<file path="config.mk">
export PLATFORM = sky130hd
export DESIGN_NAME = alu_bist
export DESIGN_NICKNAME = d
export VERILOG_FILES = /design/src/rtl/alu_bist_pkg.sv /design/src/rtl/alu_bist_ref_model.sv /design/src/rtl/alu_bist.sv
export SDC_FILE = /design/constraint.sdc
export NUM_CORES = 1
export LEC_CHECK = 0
export ABC_AREA = 0
export CAP_MARGIN = 20
export CORE_MARGIN = 8
export CORE_UTILIZATION = 37
export DETAILED_ROUTE_END_ITERATION = 8
export SYNTH_ARGS = -nofsm -noshare
export SYNTH_HDL_FRONTEND = slang
export SYNTH_SLANG_ARGS = --single-unit
</file>
<file path="constraint.sdc">
create_clock -name clk -period 7.9 [get_ports clk]
set_clock_uncertainty 0.2 [all_clocks]
set_input_delay 1.58 -clock clk [delete_from_list [all_inputs] [get_ports clk]]
set_output_delay 1.58 -clock clk [all_outputs]
set_load 0.03 [all_outputs]
</file>
<file path="src/rtl/alu_bist_pkg.sv">
// Shared ALU opcode encodings, LFSR taps and BIST FSM state type.
package alu_bist_pkg;

  localparam logic [2:0] ALU_AND  = 3'b000;
  localparam logic [2:0] ALU_OR   = 3'b001;
  localparam logic [2:0] ALU_ADD  = 3'b010;
  localparam logic [2:0] ALU_RSV  = 3'b011;
  localparam logic [2:0] ALU_ANDN = 3'b100;
  localparam logic [2:0] ALU_ORN  = 3'b101;
  localparam logic [2:0] ALU_SUB  = 3'b110;
  localparam logic [2:0] ALU_SLT  = 3'b111;

  localparam logic [31:0] LFSR_TAPS = 32'h8020_0003;

  typedef enum logic [1:0] {
    ST_IDLE,
    ST_DRIVE,
    ST_CHECK,
    ST_DONE
  } bist_state_e;

  // Right-shifting Galois step.
  function automatic logic [31:0] lfsr_next(input logic [31:0] s);
    return s[0] ? ((s >> 1) ^ LFSR_TAPS) : (s >> 1);
  endfunction

endpackage

</file>
<file path="src/rtl/alu_bist_ref_model.sv">
// Golden ALU: expected result and zero flag for one vector.
module alu_ref_model
  import alu_bist_pkg::*;
(
  input  logic [31:0] srcA,
  input  logic [31:0] srcB,
  input  logic [2:0]  opcode,
  output logic [31:0] exp_result,
  output logic        exp_zero
);

  always_comb begin
    exp_result = '0;
    case (opcode)
      ALU_AND:  exp_result = srcA & srcB;
      ALU_OR:   exp_result = srcA | srcB;
      ALU_ADD:  exp_result = srcA + srcB;
      ALU_RSV:  exp_result = '0;
      ALU_ANDN: exp_result = srcA & ~srcB;
      ALU_ORN:  exp_result = srcA | ~srcB;
      ALU_SUB:  exp_result = srcA - srcB;
      ALU_SLT:  exp_result = ($signed(srcA) < $signed(srcB)) ? 32'd1 : 32'd0;
      default:  exp_result = '0;
    endcase
  end

  assign exp_zero = (exp_result == '0);

endmodule

</file>
<file path="src/rtl/alu_bist.sv">
// ALU built-in self test: LFSR vectors, two cycles each, error tally.
module alu_bist
  import alu_bist_pkg::*;
#(
  parameter int unsigned N_VECTORS = 16,
  parameter logic [31:0] SEED      = 32'hACE1_2468
) (
  input  logic        clk,
  input  logic        reset,
  input  logic        start,
  output logic [31:0] srcA,
  output logic [31:0] srcB,
  output logic [2:0]  opcode,
  input  logic [31:0] result,
  input  logic        zero_flag,
  output logic        busy,
  output logic        done,
  output logic        pass,
  output logic [7:0]  err_count,
  output logic [7:0]  first_fail
);

  localparam logic [7:0] LAST_IDX = 8'(N_VECTORS - 1);

  bist_state_e state_q;
  logic [31:0] lfsr_q, srca_q, srcb_q;
  logic [2:0]  op_q;
  logic [7:0]  idx_q, err_q, err_d, ff_q;
  logic        busy_q, done_q, pass_q;
  logic [31:0] exp_result;
  logic        exp_zero, mismatch;

  alu_ref_model u_ref (
    .srcA       (srca_q),
    .srcB       (srcb_q),
    .opcode     (op_q),
    .exp_result (exp_result),
    .exp_zero   (exp_zero)
  );

  assign mismatch = (result != exp_result) || (zero_flag != exp_zero);

  always_comb begin
    err_d = err_q;
    if (mismatch && err_q != 8'hFF)
      err_d = err_q + 8'd1;
  end

  always_ff @(posedge clk or posedge reset) begin
    if (reset) begin
      state_q <= ST_IDLE;
      lfsr_q  <= SEED;
      srca_q  <= '0;
      srcb_q  <= '0;
      op_q    <= '0;
      idx_q   <= '0;
      err_q   <= '0;
      ff_q    <= 8'hFF;
      busy_q  <= 1'b0;
      done_q  <= 1'b0;
      pass_q  <= 1'b0;
    end else begin
      unique case (state_q)
        ST_IDLE, ST_DONE: begin
          if (start) begin
            state_q <= ST_DRIVE;
            lfsr_q  <= SEED;
            idx_q   <= '0;
            err_q   <= '0;
            ff_q    <= 8'hFF;
            busy_q  <= 1'b1;
            done_q  <= 1'b0;
            pass_q  <= 1'b0;
          end
        end
        ST_DRIVE: begin
          srca_q  <= lfsr_q;
          srcb_q  <= {lfsr_q[15:0], lfsr_q[31:16]};
          op_q    <= idx_q[2:0];
          state_q <= ST_CHECK;
        end
        ST_CHECK: begin
          lfsr_q <= lfsr_next(lfsr_q);
          err_q  <= err_d;
          if (mismatch && ff_q == 8'hFF)
            ff_q <= idx_q;
          if (idx_q == LAST_IDX) begin
            state_q <= ST_DONE;
            busy_q  <= 1'b0;
            done_q  <= 1'b1;
            pass_q  <= (err_d == 8'd0);
          end else begin
            idx_q   <= idx_q + 8'd1;
            state_q <= ST_DRIVE;
          end
        end
        default: state_q <= ST_IDLE;
      endcase
    end
  end

  assign srcA       = srca_q;
  assign srcB       = srcb_q;
  assign opcode     = op_q;
  assign busy       = busy_q;
  assign done       = done_q;
  assign pass       = pass_q;
  assign err_count  = err_q;
  assign first_fail = ff_q;

endmodule

</file>
### Word-level counts from Yosys, hierarchy flattened

Cells that the tools add are included.
Widths: inputs -> output; s select.

* bitwise logic cells: 6
* equal/unequal tests: 19
* multiplexer cells: 24
* reductions and logical operators: 13
* magnitude comparators: 1
* $add $sub $neg: 4

Operators by type and width (count)
* $pmux 32 s8: 1
* $and 32x32->32: 2
* $mux 32: 2
* $or 32x32->32: 2
* $pmux 32 s2: 1
* $pmux 8 s2: 3
* $mux 8: 5
* $add 32x32->32: 1
* $logic_not 32->1: 1
* $lt 32x32->1: 1
* $ne 32x32->1: 1
* $not 32->32: 1
* $sub 32x32->32: 1
* $add 8x1->8 const B: 2
* $eq 3x3->1 const B: 4
* $reduce_and 3->1: 3
* $eq 8x4->1 const B: 1
* $eq 8x8->1 const B: 1
* $logic_not 8->1: 1
* $ne 2x2->1 const B: 4
* $ne 8x8->1 const B: 1
* $eq 3x2->1 const B: 2
* $mux 1: 6
* $pmux 1 s2: 3
* other kinds (14): 17

* output and inout bits: 86
* input bits: 36
* register bits after elaboration: 128
* word-level logic and storage cells: 78

### Logic depth before layout (Yosys ltp)

Gate-level depths: netlist of the first run.

* word-level depth: 11
* gate-level depth with buffers: 18
* gate-level depth less buffers: 17

### Modules after synthesis

Synthesis of the first run repeated with hierarchy kept, for this count alone.

* cells, all modules: 1300
* area total of the unflattened synthesis: 10496.3 um2

Modules (own cells, without submodules)
* alu_ref_model: cells an instance 884, times used 1, seq. area each 0.0 um2, area an instance 5808.1 um2
* alu_bist: cells an instance 416, times used 1, seq. area each 2428.6 um2, area an instance 4688.2 um2

### Worst setup path after synthesis of the first run

Ideal clock, no wire load.

* kind: register to register
* from: register srca_q[1] (netlist: srcA[1])
* to: register pass_q (netlist: pass)
* library setup time: 126 ps
* setup slack: 3139 ps
* period minus slack after synthesis: 4761 ps
* data required time: 7574 ps
* stages on the path, launching flop included: 17
* arrival time: 4435 ps
* path buffers: 1
* path through: dfrtp_1 > inv_1 > ha_1 > clkbuf_1 > nor4_1 > nand2_1 > nand3_1 > mux2_2 > o32a_1 > xor2_1 > a2111oi_0 > nand4_1 > nor4b_1 > and4_4 > nand3_2 > a31o_2 > o32a_1

* cells in the longest elaborated chain, start to end: 11
* elaborated cells on any way between the ends: 18
* classes of those cells: add/sub: 2; order compare: 1; eq/ne: 2; mux: 5; bitwise: 4; reduce/logical: 4

Ends and longest elaborated chain
* start, declared: RTL line alu_bist.sv:26 `logic [31:0] lfsr_q, srca_q, srcb_q;`
* start signal, assigned: RTL line alu_bist.sv:77 `srca_q <= lfsr_q;`
* $lt 32x32->1: RTL line alu_bist_ref_model.sv:22 `ALU_SLT: exp_result = ($signed(srcA) < $signed(srcB)) ? 32'd1 : 32'd0;`
* $mux 1: RTL line alu_bist_ref_model.sv:22
* $pmux 32 s8 *: RTL line alu_bist_ref_model.sv:14 `case (opcode)`
* $logic_not 32->1: RTL line alu_bist_ref_model.sv:27 `assign exp_zero = (exp_result == '0);`
* $ne 1x1->1: RTL line alu_bist.sv:41 `assign mismatch = (result != exp_result) || (zero_flag != exp_zero);`
* $logic_or 1x1->1 *: RTL line alu_bist.sv:41
* $logic_and 1x1->1 *: RTL line alu_bist.sv:45 `if (mismatch && err_q != 8'hFF)`
* $mux 8 *: RTL line alu_bist.sv:45
* $logic_not 8->1 *: RTL line alu_bist.sv:91 `pass_q <= (err_d == 8'd0);`
* $mux 1 *: RTL line alu_bist.sv:87 `if (idx_q == LAST_IDX) begin`
* $pmux 1 s2 *: RTL line alu_bist.sv:63 `unique case (state_q)`
* end signal, assigned: RTL line alu_bist.sv:91
* end, declared: RTL line alu_bist.sv:29 `logic busy_q, done_q, pass_q;`

Mark *: on every way between the ends. The rest lies on a longest branch, timed or not. The select of a mux whose other input is x is not followed.
A chain may end at the register's enable or synchronous reset.

### Final worst setup path of the first run

* from: register srca_q[2] (netlist: srcA[2])
* to: register err_q[7] (netlist: err_count[7])

* cells in the longest elaborated chain, start to end: 9
* elaborated cells on any way between the ends: 16
* classes of those cells: add/sub: 2; order compare: 1; eq/ne: 2; mux: 4; bitwise: 4; reduce/logical: 3

Ends and longest elaborated chain
* $lt 32x32->1: RTL line alu_bist_ref_model.sv:22
* $mux 1: RTL line alu_bist_ref_model.sv:22
* $pmux 32 s8 *: RTL line alu_bist_ref_model.sv:14
* $logic_not 32->1: RTL line alu_bist_ref_model.sv:27
* $ne 1x1->1: RTL line alu_bist.sv:41
* $logic_or 1x1->1 *: RTL line alu_bist.sv:41
* $logic_and 1x1->1 *: RTL line alu_bist.sv:45
* $mux 8 *: RTL line alu_bist.sv:45
* $pmux 8 s2 *: RTL line alu_bist.sv:63
* end signal, assigned: RTL line alu_bist.sv:84 `err_q <= err_d;`
* end, declared: RTL line alu_bist.sv:28 `logic [7:0] idx_q, err_q, err_d, ff_q;`

Mark *: on every way between the ends. The rest lies on a longest branch, timed or not.

==> results of run 1 <==
## area by class of cell
| cell class | instances | area [µm²] |
|---|---|---|
| Tap cell | 378 | 473 |
| Timing Repair Buffer | 141 | 1360 |
| Clock buffer | 11 | 233 |
| Sequential cell | 96 | 2430 |
| Inverter | 75 | 284 |
| Fill cell | 2937 | 15800 |
| Clock inverter | 5 | 56.3 |
| Multi-Input combinational cell | 1078 | 7030 |
## flip-flops by register name, indices dropped and copies added, names as in the netlist
signal      cells
state_q         2
srcB            1
err_count       8
idx_q           8
busy            1
opcode          3
srcA           31
lfsr_q         32
first_fail      8
pass            1
done            1
## through the flow
stage / utilization (%) / cell area [µm²] / setup slack (ps) / hold WS [ps] / std cells
final: 43.0 / 11900 / 1320 / 287 / 1784
after global routing: 43.0 / 11900 / 1250 / 302 / 1784
after CTS: 43.0 / 11900 / 1670 / 286 / 1784
after detailed placement: 41.9 / 11600 / 1670 / 271 / 1768
after global placement: 41.9 / 11600 / 1620 / 262 / 1768
after floorplan: - / 10300 / 3140 / 253 / 1361
## kinds of logic after synthesis
logic type | share of synthesized area (%)
AOI/OAI and AO/OA | 30.9
xor gates and xnor gates | 5.60
adders and majority gates | 7.01
buffers and inverters | 8.48
DFF | 23.5
muxes | 1.82
and+or+nand+nor | 22.7
## cell usage in the layout (no fill, tap or decap), types with 11 or more instances in the layout
cell and n:
nor3_1 37, o211ai_1 18, a21o_1 12, and3_1 14
nor2_1 114, nor4_1 25, clkdlybuf4s50_1 121, a221oi_1 11
buf_4 20, ha_1 52, nand4_1 22, a22o_1 16
nand2_1 132, o22a_1 11, dfstp_2 21, nor2b_1 12
a211oi_1 11, nand3_1 32, xor2_1 33, mux2i_1 12
xnor2_1 33, inv_1 74, nand2b_1 13, a21oi_1 94
dfrtp_1 74, o31ai_1 20, o21ai_0 116, o31a_1 17
a31oi_1 33, o21a_1 11
## worst max-delay path, cell delays in order (launching register included)
cell       delay, ps
dfrtp_1          500
inv_1            100
ha_1            1070
nand3b_1         550
a211oi_1         510
a2111oi_0        130
a221oi_1         710
nor2_1           120
a311oi_1         380
o2111ai_1        210
or4_4            480
a2111oi_4        300
and4_4           320
a31oi_1          320
a32o_1           370
a31o_1           180
## cell usage after synthesis (all sizes together) (8+ instances only)
master,n
a22oi,10
nand2,132
o21a,11
a22o,16
a221oi,11
a21oi,95
o21ai,121
dfstp,21
nor4,26
and4,9
nand3,33
inv,75
and2,8
dfrtp,75
buf,64
a211oi,11
o31a,17
mux2i,12
nor3,38
xnor2,33
nand2b,13
nand4,23
xor2,33
and3,14
o22a,11
nor2,115
o211ai,19
a2111oi,9
a31oi,33
nor2b,12
clkbuf,48
ha,53
o31ai,20
a21o,12
## layer usage
metal / part of all wire (%) / global-route usage [%] / wire length [µm] / vias up
met2: 45 / 44.9 / 21900 / 717
met1: 41 / 36.5 / 19800 / 5491
met4: 5.7 / 15.2 / 2790 / 0
li1: - / - / - / 5091
met3: 8.8 / 3.78 / 4310 / 158
met5: 0 / 0 / 0 / -
## how the worst max path moves through the flow
stage | endpoint | slack (ps)
finish | err_count[7] | 1320
global route | err_count[0] | 1250
CTS | err_count[0] | 1670
detailed placement | err_count[0] | 1670
global placement | err_count[0] | 1620
floorplan | pass | 3140
==> results.cfg, run 1 <==
[run_status]
status = finished, final reports clean

[clock_tree]
worstSkewPairLatency_ps = 340
cts_made_buffers = 9
cts-resized-gates = 0
numClockSinks = 96
post_cts_buffers = 0
cts_tree = done
cts_root_buf = clkbuf_16
cts.htree.levels = 3
cts.path.max_buffers = 2
clk_pin_slew_ps = 70
hold_buffers = 0

[final_layout]
num_antenna_cells = 0
area_growth_pct = 15.0
final_nets = 1492
drive_gt1_share_pct = 6.40

[timing]
finalHoldViolCount = 0
setup_tns_ps = 0
slew_headroom_pct = 22.9
worstMarginPinSlew_ps = 1160
period_needed_ps = 6580
period_share_pct = 83.2
rsz0062_at_grt = false
setup_viol_count_final = 0
fmax_mhz = 152
slew_violations = 0

[yosys]
synth_edf_count = 0
synth_top_area_share_pct = 18.2
yosysUniqueCellTypes = 90
synth_nets = 1452
synth_cells = 1361
ys_ff_latch = 96
ys.flop_type = dfrtp_1
synth_top_cells_by_area = dfrtp_1 18%, ha_1 6.4%, o21ai_0 5.7%
ys_seq_area_share_pct = 23.5
synth_area_per_cell_um2 = 7.59
ys_warn_count = 0
async_reset_ff_share_pct = 100
synth_largest_area_cell = dfrtp_1
syn_area_mm2 = 0.0103

[global_route]
grt_max_degree = 70
grt_pass1_wl_um = 71900
grt_pass1_vias = 11000
antenna_found_initial = 0
grt_use_total_pct = 28.1
grt-ovfl-total = 0

[floorplan]
initial_core_util_pct = 37.4
io_pins = 122
die_w_um = 183
die_y_um = 183
dieArea_mm2 = 0.0335
rows = 61
coreArea_mm2 = 0.0276

[setup_path]
regToRegStartpoint = srcA[2]
critPathLaunch = srcA[2]
rr_endpoint = err_count[7]
cp_max_fo = 24
required_ps = 7930
reg2reg_depth = 15
cp-end-kind = flip-flop
crit_type = reg -> reg
critPathLaunchType = flip-flop
reg2reg_slack_ps = 1320
arrival_ps = 6600

[hold_path]
hp-start = lfsr_q[4]
hold_end = srcA[4]
hold_class = reg -> reg
hold_depth = 2

[routing]
firstDrtPassIters = 8
via_per_inst = 6.42
drc = 0
drt_wl_total_um = 48800
postRouteAntennaNets = 0
drt_iter0_markers = 1341
post_drt_wl_per_cell_um = 27.3
route.vias.total = 11500

[place]
io_buffers = 121
gp_congestion = 1.09
place.detailed.hpwl_um = 37900

[flow_run]
maxCapViolCount = 0
Power of run 1 is left out: the tool's default activity adds up to more than one toggle a clock period on the data nets, which glitch-free logic cannot reach.
==> inputs of run 2 (changes only) <==
Clock period 7.9 ns to 6.2 ns, I/O delays scaled along.
==> run 2 against run 1 <==
Compared with the run above: non-clock buffer count up 65; sequential share of layout area down 0.91 points; design area up 4.7%; setup slack worse by 1000 ps; die area unchanged; register-to-register slack worse by 1000 ps; worst hold slack worse by 1.1 ps; count of clock-buffer cells in the layout down 1; wire length up 3.4%; largest cell class unchanged.
==> results.cfg, run 2 (synthesis results as in run 1) <==
[global_route]
grt_use_total_pct = 29.0
grt-ovfl-total = 0
grt_max_degree = 69
antenna_found_initial = 0
grt_pass1_wl_um = 73100
grt_pass1_vias = 11100

[setup_path]
cp-end-kind = flip-flop
crit_type = reg -> reg
cp_max_fo = 24
regToRegStartpoint = srcA[3]
critPathLaunch = srcA[3]
arrival_ps = 5980
required_ps = 6280
critPathLaunchType = flip-flop

[timing]
period_share_pct = 95.2
fmax_mhz = 169
slew_headroom_pct = 30.8
rsz0062_at_grt = false
worstMarginPinSlew_ps = 1040
slew_violations = 0
period_needed_ps = 5900
setup_tns_ps = 0
setup_viol_count_final = 0
finalHoldViolCount = 0

[final_layout]
fill_cells = 2884
final_nets = 1557
multiInputGateArea_mm2 = 0.00703
stdcell_count = 1849
drive_gt1_share_pct = 10.7
num_antenna_cells = 0
final_cell_mix = 132 x nand2_1, 121 x clkdlybuf4s50_1, 116 x o21ai_0, 114 x nor2_1, 94 x a21oi_1
final_util_pct = 45.0
final_common_cell = nand2_1
regArea_mm2 = 0.00243
area_growth_pct = 20.3
largest_reg_flops = 32
fin_area_mm2 = 0.0124
largest_register = lfsr_q

[hold_path]
hold_class = reg -> reg
hp-start = lfsr_q[11]

[clock_tree]
cts_made_buffers = 9
clk_pin_slew_ps = 70
cts.htree.levels = 3
cts.path.max_buffers = 2
cts-resized-gates = 0
cts_root_buf = clkbuf_16
cts_tree = done
worstSkewPairLatency_ps = 350
post_cts_buffers = 0
hold_buffers = 0
numClockSinks = 96

[routing]
route.vias.total = 11700
post_drt_wl_per_cell_um = 27.3
firstDrtPassIters = 6
drc = 0
drt_wl_total_um = 50500
via_per_inst = 6.31
drt_iter0_markers = 1277
postRouteAntennaNets = 0

[floorplan]
io_pins = 122
die_y_um = 183
die_w_um = 183
dieArea_mm2 = 0.0335
coreArea_mm2 = 0.0276
rows = 61
initial_core_util_pct = 37.4

[place]
dp.cells = 1833
placed_area_mm2 = 0.0121
place.detailed.hpwl_um = 40800
gp_congestion = 0.988
io_buffers = 121

[flow_run]
maxCapViolCount = 0

[run_status]
status = finished, final reports clean
[run 2: changes by cell type in the layout (fill, tap and decap cells not counted), sizes merged]
cell,before,now
buf,20,85
bufinv,1,2
clkbuf,11,10
clkinv,2,3
clkinvlp,1,0
[run 2: routing by layer]
metal	track usage, %	share of wire (%)
met5	0	0
met4	14.8	5.6
met3	4.23	7.9
met2	47.3	46
met1	36.9	41
[run 2: cell type report]
class                           instances  area share (%)
Clock buffer                           10            1.92
Multi-Input combinational cell       1078            56.6
Inverter                               75            2.29
Sequential cell                        96            19.6
Clock inverter                          6           0.735
Tap cell                              378            3.81
Timing Repair Buffer                  206            15.1
[run 2: stage by stage]
stage | hold slack, ps | setup slack, ps
floorplan | 253 | 1440
global placement | 264 | 418
detailed placement | 269 | 453
CTS | 291 | 394
global route | 305 | 4.59
finish | 285 | 297
[run 2: critical path, cell delays in order, from the launching register on]
cell and delay [ps]:
dfrtp_1 460, inv_1 120, ha_1 680, a21oi_1 400
a21oi_1 180, a2111o_1 360, a21oi_1 250, mux2i_1 160
a221oi_1 790, o21ai_0 230, nand4bb_1 270, nor4b_1 550
buf_4 220, nand3_1 150, nand3_2 200, nand3_1 310
o22a_1 300
[run 2: path summary, 6_finish.rpt]
path                                  to  cells past startpoint  slack (ps)
min reg2reg                     srcA[11]                      2         290
max reg2reg                first_fail[2]                     16         300
min in group asynchronous       idx_q[3]                      2        1150
max in group asynchronous     lfsr_q[16]                      3        3660
max                        first_fail[2]                     16         300
min                             srcA[11]                      2         290
Power of run 2 is left out for the same reason.
==> inputs of run 3 (changes only) <==
Settings changed: SLEW_MARGIN set to 20.
==> results of run 3 <==
Same layout as run 2: the final DEF is identical, and so are final timing and power.
Power of run 3 is left out for the same reason.
